### config.mk
export PLATFORM = sky130hd
export DESIGN_NAME = frame_unpack_demux
export DESIGN_NICKNAME = d
export VERILOG_FILES = /design/src/rtl/frame_unpack_demux.sv
export SDC_FILE = /design/constraint.sdc
export NUM_CORES = 1
export LEC_CHECK = 0
export ABC_AREA = 1
export CORE_MARGIN = 5
export CORE_UTILIZATION = 45
export DETAILED_ROUTE_END_ITERATION = 16
export PLACE_DENSITY = 0.71
export SYNTH_ARGS = -nofsm -noshare
export SYNTH_HDL_FRONTEND = slang
export SYNTH_SLANG_ARGS = --single-unit
export TNS_END_PERCENT = 50
### constraint.sdc
create_clock -name clk -period 2.1 [get_ports clk]
set_input_delay 0.315 -clock clk [delete_from_list [all_inputs] [get_ports clk]]
set_output_delay 0.315 -clock clk [all_outputs]
set_load 0.02 [all_outputs]
### src/rtl/frame_unpack_demux.sv
// Header-framed 64-bit word stream to tagged byte stream unpacker.
// Define FRAME_UNPACK_CHECKSUM_EN for an XOR trailer word after the payload.
module frame_unpack_demux #(
  parameter int          NUM_CH    = 4,
  parameter int          MAX_LEN   = 255,
  parameter logic [15:0] HDR_MAGIC = 16'hA55A
) (
  input  logic                      clk,
  input  logic                      rst,
  input  logic                      in_valid,
  input  logic [63:0]               in_data,
  output logic                      in_ready,
  output logic                      out_valid,
  input  logic                      out_ready,
  output logic [7:0]                out_byte,
  output logic [$clog2(NUM_CH)-1:0] out_ch,
  output logic                      out_last,
  output logic                      err_hdr,
  output logic                      err_chk,
  output logic [15:0]               frame_cnt
);

  localparam int CW = $clog2(NUM_CH);

  typedef enum logic [1:0] {
    HUNT,
    LOAD,
    EMIT,
    CHK
  } state_t;

`ifdef FRAME_UNPACK_CHECKSUM_EN
  localparam state_t AFTER_LAST = CHK;
`else
  localparam state_t AFTER_LAST = HUNT;
`endif

  state_t        state;
  state_t        nxt;
  logic          live;
  logic [63:0]   sreg;
  logic [2:0]    byte_idx;
  logic [15:0]   words_left;
  logic [CW-1:0] ch;
  logic [15:0]   cnt;
  logic          err_hdr_q;

  logic [15:0] hdr_len;
  logic        hdr_ok;
  logic        accept;
  logic        fire;
  logic        word_done;
  logic        last_word;
  logic        hdr_take;
  logic        load_take;
  logic        frame_done;

  assign hdr_len = in_data[15:0];
  assign hdr_ok  = (in_data[63:48] == HDR_MAGIC)
                && (in_data[47:40] < 8'(NUM_CH))
                && (hdr_len != 16'd0)
                && (hdr_len <= 16'(MAX_LEN));

  // live holds in_ready low for the first cycle after reset
  assign in_ready  = live && (state != EMIT);
  assign out_valid = (state == EMIT);
  assign accept    = in_valid && in_ready;
  assign fire      = out_valid && out_ready;
  assign word_done = fire && (byte_idx == 3'd7);
  assign last_word = (words_left == 16'd1);
  assign hdr_take  = accept && (state == HUNT) && hdr_ok;
  assign load_take = accept && (state == LOAD);

  assign out_byte  = out_valid ? sreg[63:56] : 8'h00;
  assign out_ch    = out_valid ? ch : '0;
  assign out_last  = out_valid && (byte_idx == 3'd7) && last_word;
  assign err_hdr   = err_hdr_q;
  assign frame_cnt = cnt;

`ifdef FRAME_UNPACK_CHECKSUM_EN
  assign frame_done = accept && (state == CHK);
`else
  assign frame_done = word_done && last_word;
`endif

  always_ff @(posedge clk) begin
    if (rst) begin
      state <= HUNT;
    end else begin
      state <= nxt;
    end
  end

  always_comb begin
    nxt = state;
    unique case (state)
      HUNT: if (hdr_take) nxt = LOAD;
      LOAD: if (load_take) nxt = EMIT;
      EMIT: begin
        if (word_done) begin
          nxt = last_word ? AFTER_LAST : LOAD;
        end
      end
`ifdef FRAME_UNPACK_CHECKSUM_EN
      CHK: if (accept) nxt = HUNT;
`endif
      default: nxt = HUNT;
    endcase
  end

  always_ff @(posedge clk) begin
    if (rst) begin
      live       <= 1'b0;
      sreg       <= '0;
      byte_idx   <= '0;
      words_left <= '0;
      ch         <= '0;
      cnt        <= '0;
      err_hdr_q  <= 1'b0;
    end else begin
      live      <= 1'b1;
      err_hdr_q <= accept && (state == HUNT) && !hdr_ok;
      if (hdr_take) begin
        ch         <= in_data[40 +: CW];
        words_left <= hdr_len;
      end
      if (load_take) begin
        sreg     <= in_data;
        byte_idx <= 3'd0;
      end
      if (fire) begin
        sreg     <= {sreg[55:0], 8'h00};
        byte_idx <= byte_idx + 3'd1;
        if (byte_idx == 3'd7) begin
          words_left <= words_left - 16'd1;
        end
      end
      if (frame_done) begin
        cnt <= cnt + 16'd1;
      end
    end
  end

`ifdef FRAME_UNPACK_CHECKSUM_EN
  logic [63:0] csum;
  logic        err_chk_q;

  always_ff @(posedge clk) begin
    if (rst) begin
      csum      <= '0;
      err_chk_q <= 1'b0;
    end else begin
      err_chk_q <= accept && (state == CHK) && (in_data != csum);
      if (hdr_take) begin
        csum <= '0;
      end else if (load_take) begin
        csum <= csum ^ in_data;
      end
    end
  end

  assign err_chk = err_chk_q;
`else
  assign err_chk = 1'b0;
`endif

endmodule
# [Word level (Yosys, flattened, before mapping)]
# Index checks and enable logic that the tools add are counted.
[op_classes] n_reduce_logical=20 n_mux=15 n_lt_le_gt_ge=2 eq_ne=9 n_addsub=3
[ops] op="64-bit 2-to-1 mux" n=2
[ops] op="16-bit 2-to-1 mux" n=3
[ops] op="16-bit by 1-bit adder with 16-bit output, second input constant" n=1
[ops] op="16-bit by 1-bit == test with 1-bit output, second input constant" n=1
[ops] op="16-bit == test, second input constant" n=1
[ops] op="16-bit by 8-bit <= comparator with 1-bit output, second input constant" n=1
[ops] op="16-bit nonzero test" n=1
[ops] op="16-bit by 1-bit subtractor with 16-bit output, second input constant" n=1
[ops] op="1-bit logical AND" n=14
[ops] op="8-bit by 3-bit less-than comparator with 1-bit output, second input constant" n=1
[ops] op="2-bit 2-to-1 mux" n=4
[ops] op="8-bit 2-to-1 mux" n=1
[ops] op="3-bit 2-to-1 mux" n=2
[ops] op="2-bit inequality test, second input constant" n=3
[ops] op="2-bit one-hot mux with 3 select lines" n=1
[ops] op="3-bit by 1-bit adder with 3-bit output, second input constant" n=1
[ops] op="3-bit == test, second input constant" n=1
[ops] op="3-bit AND reduction" n=1
[ops] op="2-bit by 1-bit == test with 1-bit output, second input constant" n=1
[ops] op="2-bit == test, second input constant" n=1
[ops] op="2-bit zero test" n=1
[ops] op="1-bit 2-to-1 mux" n=2
[ops] op="2-bit by 1-bit inequality test with 1-bit output, second input constant" n=1
[ops] op="2-bit nonzero test" n=1
[ops] op="2 further kinds" n=2
[totals] ff_bits=105 output_inout_bits=31

# [Longest topological paths before layout]
[depth] word_depth=8 depth_mapped=12 mapped_depth_nobuf=12

# [Worst setup path after synthesis]
# OpenSTA, ideal clock, no wires.
[synth_timing] path_type="register to output" start="register words_left[1]" end="output port out_last" path_buffers=0 setup_slack_ns=0.356 arrival_time_ns=1.429 stages_incl_launch_ff=9 t_required_ns=1.785 cell_sequence="dfxtp_1 > inv_1 > ha_1 > inv_1 > nor2_1 > nand3_1 > nor2_1 > nand3_1 > nor3_1"
[synth_via] elab_chain_cells=2
[synth_lines] element="from (decl)" line_no="43" text="logic [15:0] words_left;"
[synth_lines] element="from (signal assigned)" line_no="125" text="words_left <= hdr_len;"
[synth_lines] element="from (signal assigned)" line_no="135" text="words_left <= words_left - 16'd1;"
[synth_lines] element="16-bit by 1-bit == test with 1-bit output" line_no="70" text="assign last_word = (words_left == 16'd1);"
[synth_lines] element="1-bit logical AND" line_no="76" text="assign out_last = out_valid && (byte_idx == 3'd7) && last_word;"
[synth_lines] element="to (decl)" line_no="17" text="output logic out_last,"
# No other way between the ends.

# [Worst setup path after layout]
# Same ends and word-level chain as after synthesis.

==> flow_summary_export.csv <==
group,metric,value,unit
outcome,status,"finished, final reports clean",
floorplanning,core,11370,um2
grt,grt_pass1_vias,5107,
sta,setup_viol,0,
synthesis,synthSimpleGateAreaFrac,31.58,%
synthesis,synthAdderAreaFrac,1.205,%
sta,rsz0062_at_grt,"true",
setup_path,crit_path_end_kind,"primary output",
grt,grt_usage,20.35,%
pwr,p_per_area,570.3,nW/um2
grt,grt_pass1_wl,23980,um
sta,slew-limit-headroom,65.31,%
sta,clock_skew,6.521,ps
sta,drv_slew,0,
finish,fillerInstances,1057,
grt,grt_max_degree,79,
floorplanning,io_pins,99,
pwr,power.leakage,0.002501,uW
synthesis,synth_mux_area_share,0,%
setup_path,cp_cell_sequence,"inv_1 -> ha_1 -> inv_1 -> nor2_1 -> nand3_1 -> nor2_2 -> nand3_1 -> nor3_2 -> buf_4",
synthesis,synth_fp_nets,826,
clocking,clkLatencyLatePin,350,ps
pwr,ir_worst_vdd,0.3436,mV
setup_path,cp.depth,9,
clocking,cts-root-buf,"clkbuf_16",
pwr,comb_power_share,6.2,%
floorplanning,die_w,117.4,um
setup_path,worst-path-buf-inv,3,
drt,via_per_inst,5.316,
clocking,cts_max_level,3,
finish,final_util,58.58,%
setup_path,arrival,1690,ps
pwr,p_sw,817.3,uW
pwr,seqPwrFrac,52.5,%
finish,area_growth,28.33,%
sta,fmax,498.7,MHz
setup_path,critical-path-slowest-cell,"dfxtp_1",
drt,routed_wl,14250,um
grt,antenna_found_initial,0,
drt,wl_per_cell,14.31,um
finish,fin_nets,923,
pwr,swShare,21.52,%
synthesis,ys.flop_type,"dfxtp_1",
clocking,clockBufferDepth,2,
sta,tns,0,ps
finish,antenna_cells,0,
drt,antenna_left,0,
finish,layout-drive-gt1-share,7.151,%
pwr,cellInternalPower,2981,uW
setup_path,cpPeakStageDelay,310,ps
floorplanning,dieArea,13780,um2
setup_path,path_class,"flop to primary output",
floorplanning,start_util,45.65,%
drt,dr.pass1.iters,5,
synthesis,synth-xor-area-share,1.519,%
finish,final_common_cell,"nand2_1",
synthesis,ys_seq_area_share,40.50,%
clocking,cts_buffers,9,
floorplanning,die_height,117.4,um
sta,hold_violations,0,
worst_hold_path,hold_path_class,"input port to flop",
place,dpl.hpwl,10280,um
worst_hold_path,hold_path_depth,3,
synthesis,synth_edf_count,0,
drt,drt_iter0_markers,479,
drt,drc,0,
grt,grt-ovfl-total,0,
finish,mostFrequentLayoutCells,"226 x nand2_1, 105 x dfxtp_1, 84 x clkdlybuf4s50_1",
synthesis,synthCells,753,
synthesis,async_reset_ff_share,0,%
setup_path,start_kind,"flop",
place,gp_congestion,0.8708,
sta,fin_crit,2005,ps
synthesis,synth.distinct_cells,40,
synthesis,avgSynthCellArea,6.892,um2
synthesis,synth_warnings,0,
synthesis,syn_area,5190,um2
sta,fin_crit_sh,95.48,%
clocking,holdBufCountCts,0,
clocking,cts_tree,"yes",
synthesis,synth_compound_area_share,16.37,%
floorplanning,num_rows,39,
setup_path,reg2regPathDepth,11,
pwr,p_clk_share,41.4,%
synthesis,synth_top_family_by_area,"simple AND/OR/NAND/NOR gates",
setup_path,cpLargestDelayFamily,"simple AND/OR/NAND/NOR gates",
place,io_buffers,97,
synthesis,synth.ff_latch_count,105,
job,drv_cap,0,
setup_path,crit_required,1780,ps
setup_path,cp_max_fo,2,
clocking,cts.clk_slew.worst_paths,70,ps
sta,worst_pin_slew,519.8,ps
clocking,cts.sinks,105,
drt,vias,5295,
## worst reg2reg max path: stages (launching register included)
cell,delay [ps]
dfxtp_1,320
buf_4,140
inv_1,70
ha_1,190
nand2_1,80
nor2_1,240
nand2_1,140
nor2_2,170
nand2_1,120
xor2_1,150
nand2_1,70
a21oi_1,130
## sequential cells by signal, summed over array words and instances, names as in the netlist
| name | count |
|---|---|
| err_hdr | 1 |
| ch | 2 |
| live | 1 |
| words_left | 16 |
| byte_idx | 3 |
| sreg | 64 |
| state | 2 |
| frame_cnt | 16 |
## per-stage QoR
| step | std cells | setup slack, ps | total power [uW] | hold WS [ps] | instance area [um2] |
|---|---|---|---|---|---|
| 2_1_floorplan | 753 | 355.7 | 2100 | 429.1 | 5190 |
| 3_3_place_gp | 979 | -32.48 | 2270 | 447.4 | 6364 |
| 3_5_place_dp | 979 | -111.9 | 2271 | 450.2 | 6364 |
| 4_1_cts | 996 | -140.7 | 3825 | 422.1 | 6651 |
| 5_1_grt | 996 | -28.94 | 3935 | 449.1 | 6660 |
| 6_report | 996 | 94.84 | 3798 | 442.1 | 6660 |
## final cells by class
| cell class | instances | area [um2] | area share, % |
|---|---|---|---|
| multi-input cells | 542 | 2644 | 39.70 |
| flip-flops and latches | 105 | 2102 | 31.56 |
| repair buffers | 123 | 1200 | 18.02 |
| inverters | 69 | 264.0 | 3.964 |
| clock buffers | 12 | 256.5 | 3.851 |
| well taps | 143 | 178.9 | 2.686 |
| clock inverters | 2 | 15.01 | 0.2254 |
## layer usage
metal | routed length (um) | GRT usage, % | vias up
li1 | - | - | 2663
met1 | 6216 | 26.23 | 2452
met2 | 6923 | 33.49 | 158
met3 | 867 | 5.149 | 22
met4 | 246 | 6.091 | 0
met5 | 0 | 0 | -
## Yosys cell counts, types with 2 or more instances
cell,count,area share [%]
xor2_1,8,1.4
nand2_1,226,16
a211oi_1,3,0.43
a21oi_1,70,6.8
clkbuf_1,17,1.2
ha_1,5,1.2
nor3_1,14,1.4
o21ai_0,10,0.96
nand3_1,35,3.4
a31oi_1,26,3.1
buf_4,2,0.29
o21ai_1,3,0.29
a22oi_1,30,4.3
o31ai_1,2,0.29
inv_1,67,4.8
buf_2,14,1.4
nor2_1,76,5.5
or2_2,2,0.24
dfxtp_1,105,41
nor2_4,5,1.1
nand4_1,12,1.4
buf_6,2,0.43
nor4_2,2,0.48
## power by group through the flow
stage	registers [uW]	logic, uW	clock network (uW)
6_report	1990	234	1570
5_1_grt	1990	250	1690
4_1_cts	1990	233	1600
3_5_place_dp	2040	232	0
3_3_place_gp	2040	232	0
2_1_floorplan	2040	60.4	0
## kinds of logic (layout without fill, tap and decap cells)
group,after synthesis,count (layout)
AND/OR/NAND/NOR,382,382
flip-flops,105,105
XOR/XNOR,9,9
other,1,1
AO/OA/AOI/OAI,145,145
buffers and inverters,106,206
adder cells (fa/ha/maj),5,5
## path summary, 6_finish.rpt
path                                               start                   endpoint  slack (ps)
worst max-delay path            words_left[1]$_SDFF_PP0_                   out_last          90
worst min register to register        ch[1]$_SDFFE_PP0P_         ch[1]$_SDFFE_PP0P_         460
worst max register to register  words_left[0]$_SDFF_PP0_  words_left[12]$_SDFF_PP0_         220
worst min-delay path                                 rst               live$_DFF_P_         440
## timing repair
item	CTS	global route
gates resized for setup	16	6
pin swaps	1	0
gates cloned	0	0
setup endpoints to repair	11	3
setup buffers	3	0
No activity file was read; power rests on OpenSTA's default activity.
==> edit: new RTL, same flow settings <==
Add a define of `FRAME_UNPACK_CHECKSUM_EN`.
--- a/src/rtl/frame_unpack_demux.sv
+++ b/src/rtl/frame_unpack_demux.sv
@@ -1,5 +1,7 @@
 // Header-framed 64-bit word stream to tagged byte stream unpacker.
 // Define FRAME_UNPACK_CHECKSUM_EN for an XOR trailer word after the payload.
+`define FRAME_UNPACK_CHECKSUM_EN
+
 module frame_unpack_demux #(
   parameter int          NUM_CH    = 4,
   parameter int          MAX_LEN   = 255,
Formal check against the unedited RTL: same outputs for any inputs over 10 cycles, from zero or initial values and one cycle with rst high; that may be too few to reach the edited logic, so the function may still have changed.
==> edit against the original RTL <==
Clock skew increased by 0.0047 ns; total power increased by 80%; synthesized area increased by 53%; sequential cell count increased by 65; wire length increased by 44%; worst setup slack improved by 0.011 ns; count of clock-buffer cells in the layout increased by 6; combinational power increased by 89%; final area increased by 51%; critical path type unchanged; critical endpoint unchanged; largest cell class unchanged.
==> edit: results (changes against the original RTL) <==
Power and ir drop
  • Combinational share of power: 6.5% (was 6.2%)
  • Leak Pwr: 3.90 nW (was 2.50 nW)
  • Psw: 1.60 mW (was 0.817 mW)
  • Total clock network power: 3.16 mW (was 1.57 mW)

CTS
  • Worst skew pair latency: 0.44 ns (was 0.35 ns)
  • Postcts setup bufs: 0 (was 3)
  • Number of CTS-inserted buffers: 17 (was 9)
  • PostCTS Resize Cnt: 14 (was 16)

Placed design
  • Routability congestion estimate from global placement: 0.835 (was 0.871)
  • Buffers on Ports: 98 (was 97)
  • Placement Cell Area: 9500 um^2 (was 6360 um^2)
  • DP Wirelength: 14600 um (was 10300 um)

Critical path
  • CP Max Fanout: 3 (was 2)

Cells and area
  • Layout cells sized above 1: 9.95% (was 7.15%)
  • Register area: 3400 um^2 (was 2100 um^2)
  • Final net count: 1296 (was 923)
  • Layout clock buffers: 18 (was 12)
  • Fraction of standard cell area in multi-input logic: 39.8% (was 39.7%)
  • Fill count: 1606 (was 1057)
  • Inverters excl. clock: 71 (was 69)

Synth
  • Synth top cells by count: nand2_1 (236), dfxtp_1 (170), nor2_1 (170) (was nand2_1 (226), dfxtp_1 (105), nor2_1 (76))
  • Yosys reg bits: 170 (was 105)
  • Syn_area_per_cell: 7.25 um^2 (was 6.89 um^2)
  • Synth area leaders: dfxtp_1 (43%), nand2_1 (11%), a21oi_1 (10%) (was dfxtp_1 (41%), nand2_1 (16%), a21oi_1 (6.8%))
  • Post-synthesis sequential area ratio: 42.8% (was 40.5%)
  • Top-area cell type share of the netlist area: 42.8% (was 40.5%)

STA
  • Slew @ Worst Pin: 0.476 ns (was 0.520 ns)
  • Clock Skew: 0.0112 ns (was 0.00652 ns)

Drt
  • Routed WL: 20600 um (was 14300 um)
  • DRT iter0 DRCs: 520 (was 479)

Global routing
  • Initial antenna violation count: 1 (was 0)
  • Met2 usage: 33.3% (was 33.5%)

Status
  • Status: completed (unchanged)
[edit: final timing paths]
path / depth (start not counted) / end / startpoint
min reg2reg: 2 / sreg[62]$_SDFFE_PP0P_ / sreg[62]$_SDFFE_PP0P_
max: 7 / out_last / words_left[1]$_SDFF_PP0_
min: 2 / words_left[9]$_SDFF_PP0_ / rst
max reg2reg: 9 / words_left[11]$_SDFF_PP0_ / words_left[0]$_SDFF_PP0_
[edit: metal layers]
layer  wire (um)  up-vias
met5          13        -
li1            -     3847
met4         395        2
met2        9680      184
met1        9390     3402
met3        1080       25
[edit: cells by family (layout without fill, tap and decap cells)]
| group | after synthesis | in the layout | share of synthesized area [%] |
|---|---|---|---|
| AND/OR/NAND/NOR | 492 | 492 | 25.4 |
| AO/OA/AOI/OAI | 237 | 237 | 16.8 |
| flip-flops | 170 | 170 | 42.8 |
| buffers and inverters | 125 | 265 | 6.86 |
| XOR/XNOR | 67 | 67 | 7.38 |
| adder cells (fa/ha/maj) | 5 | 5 | 0.787 |
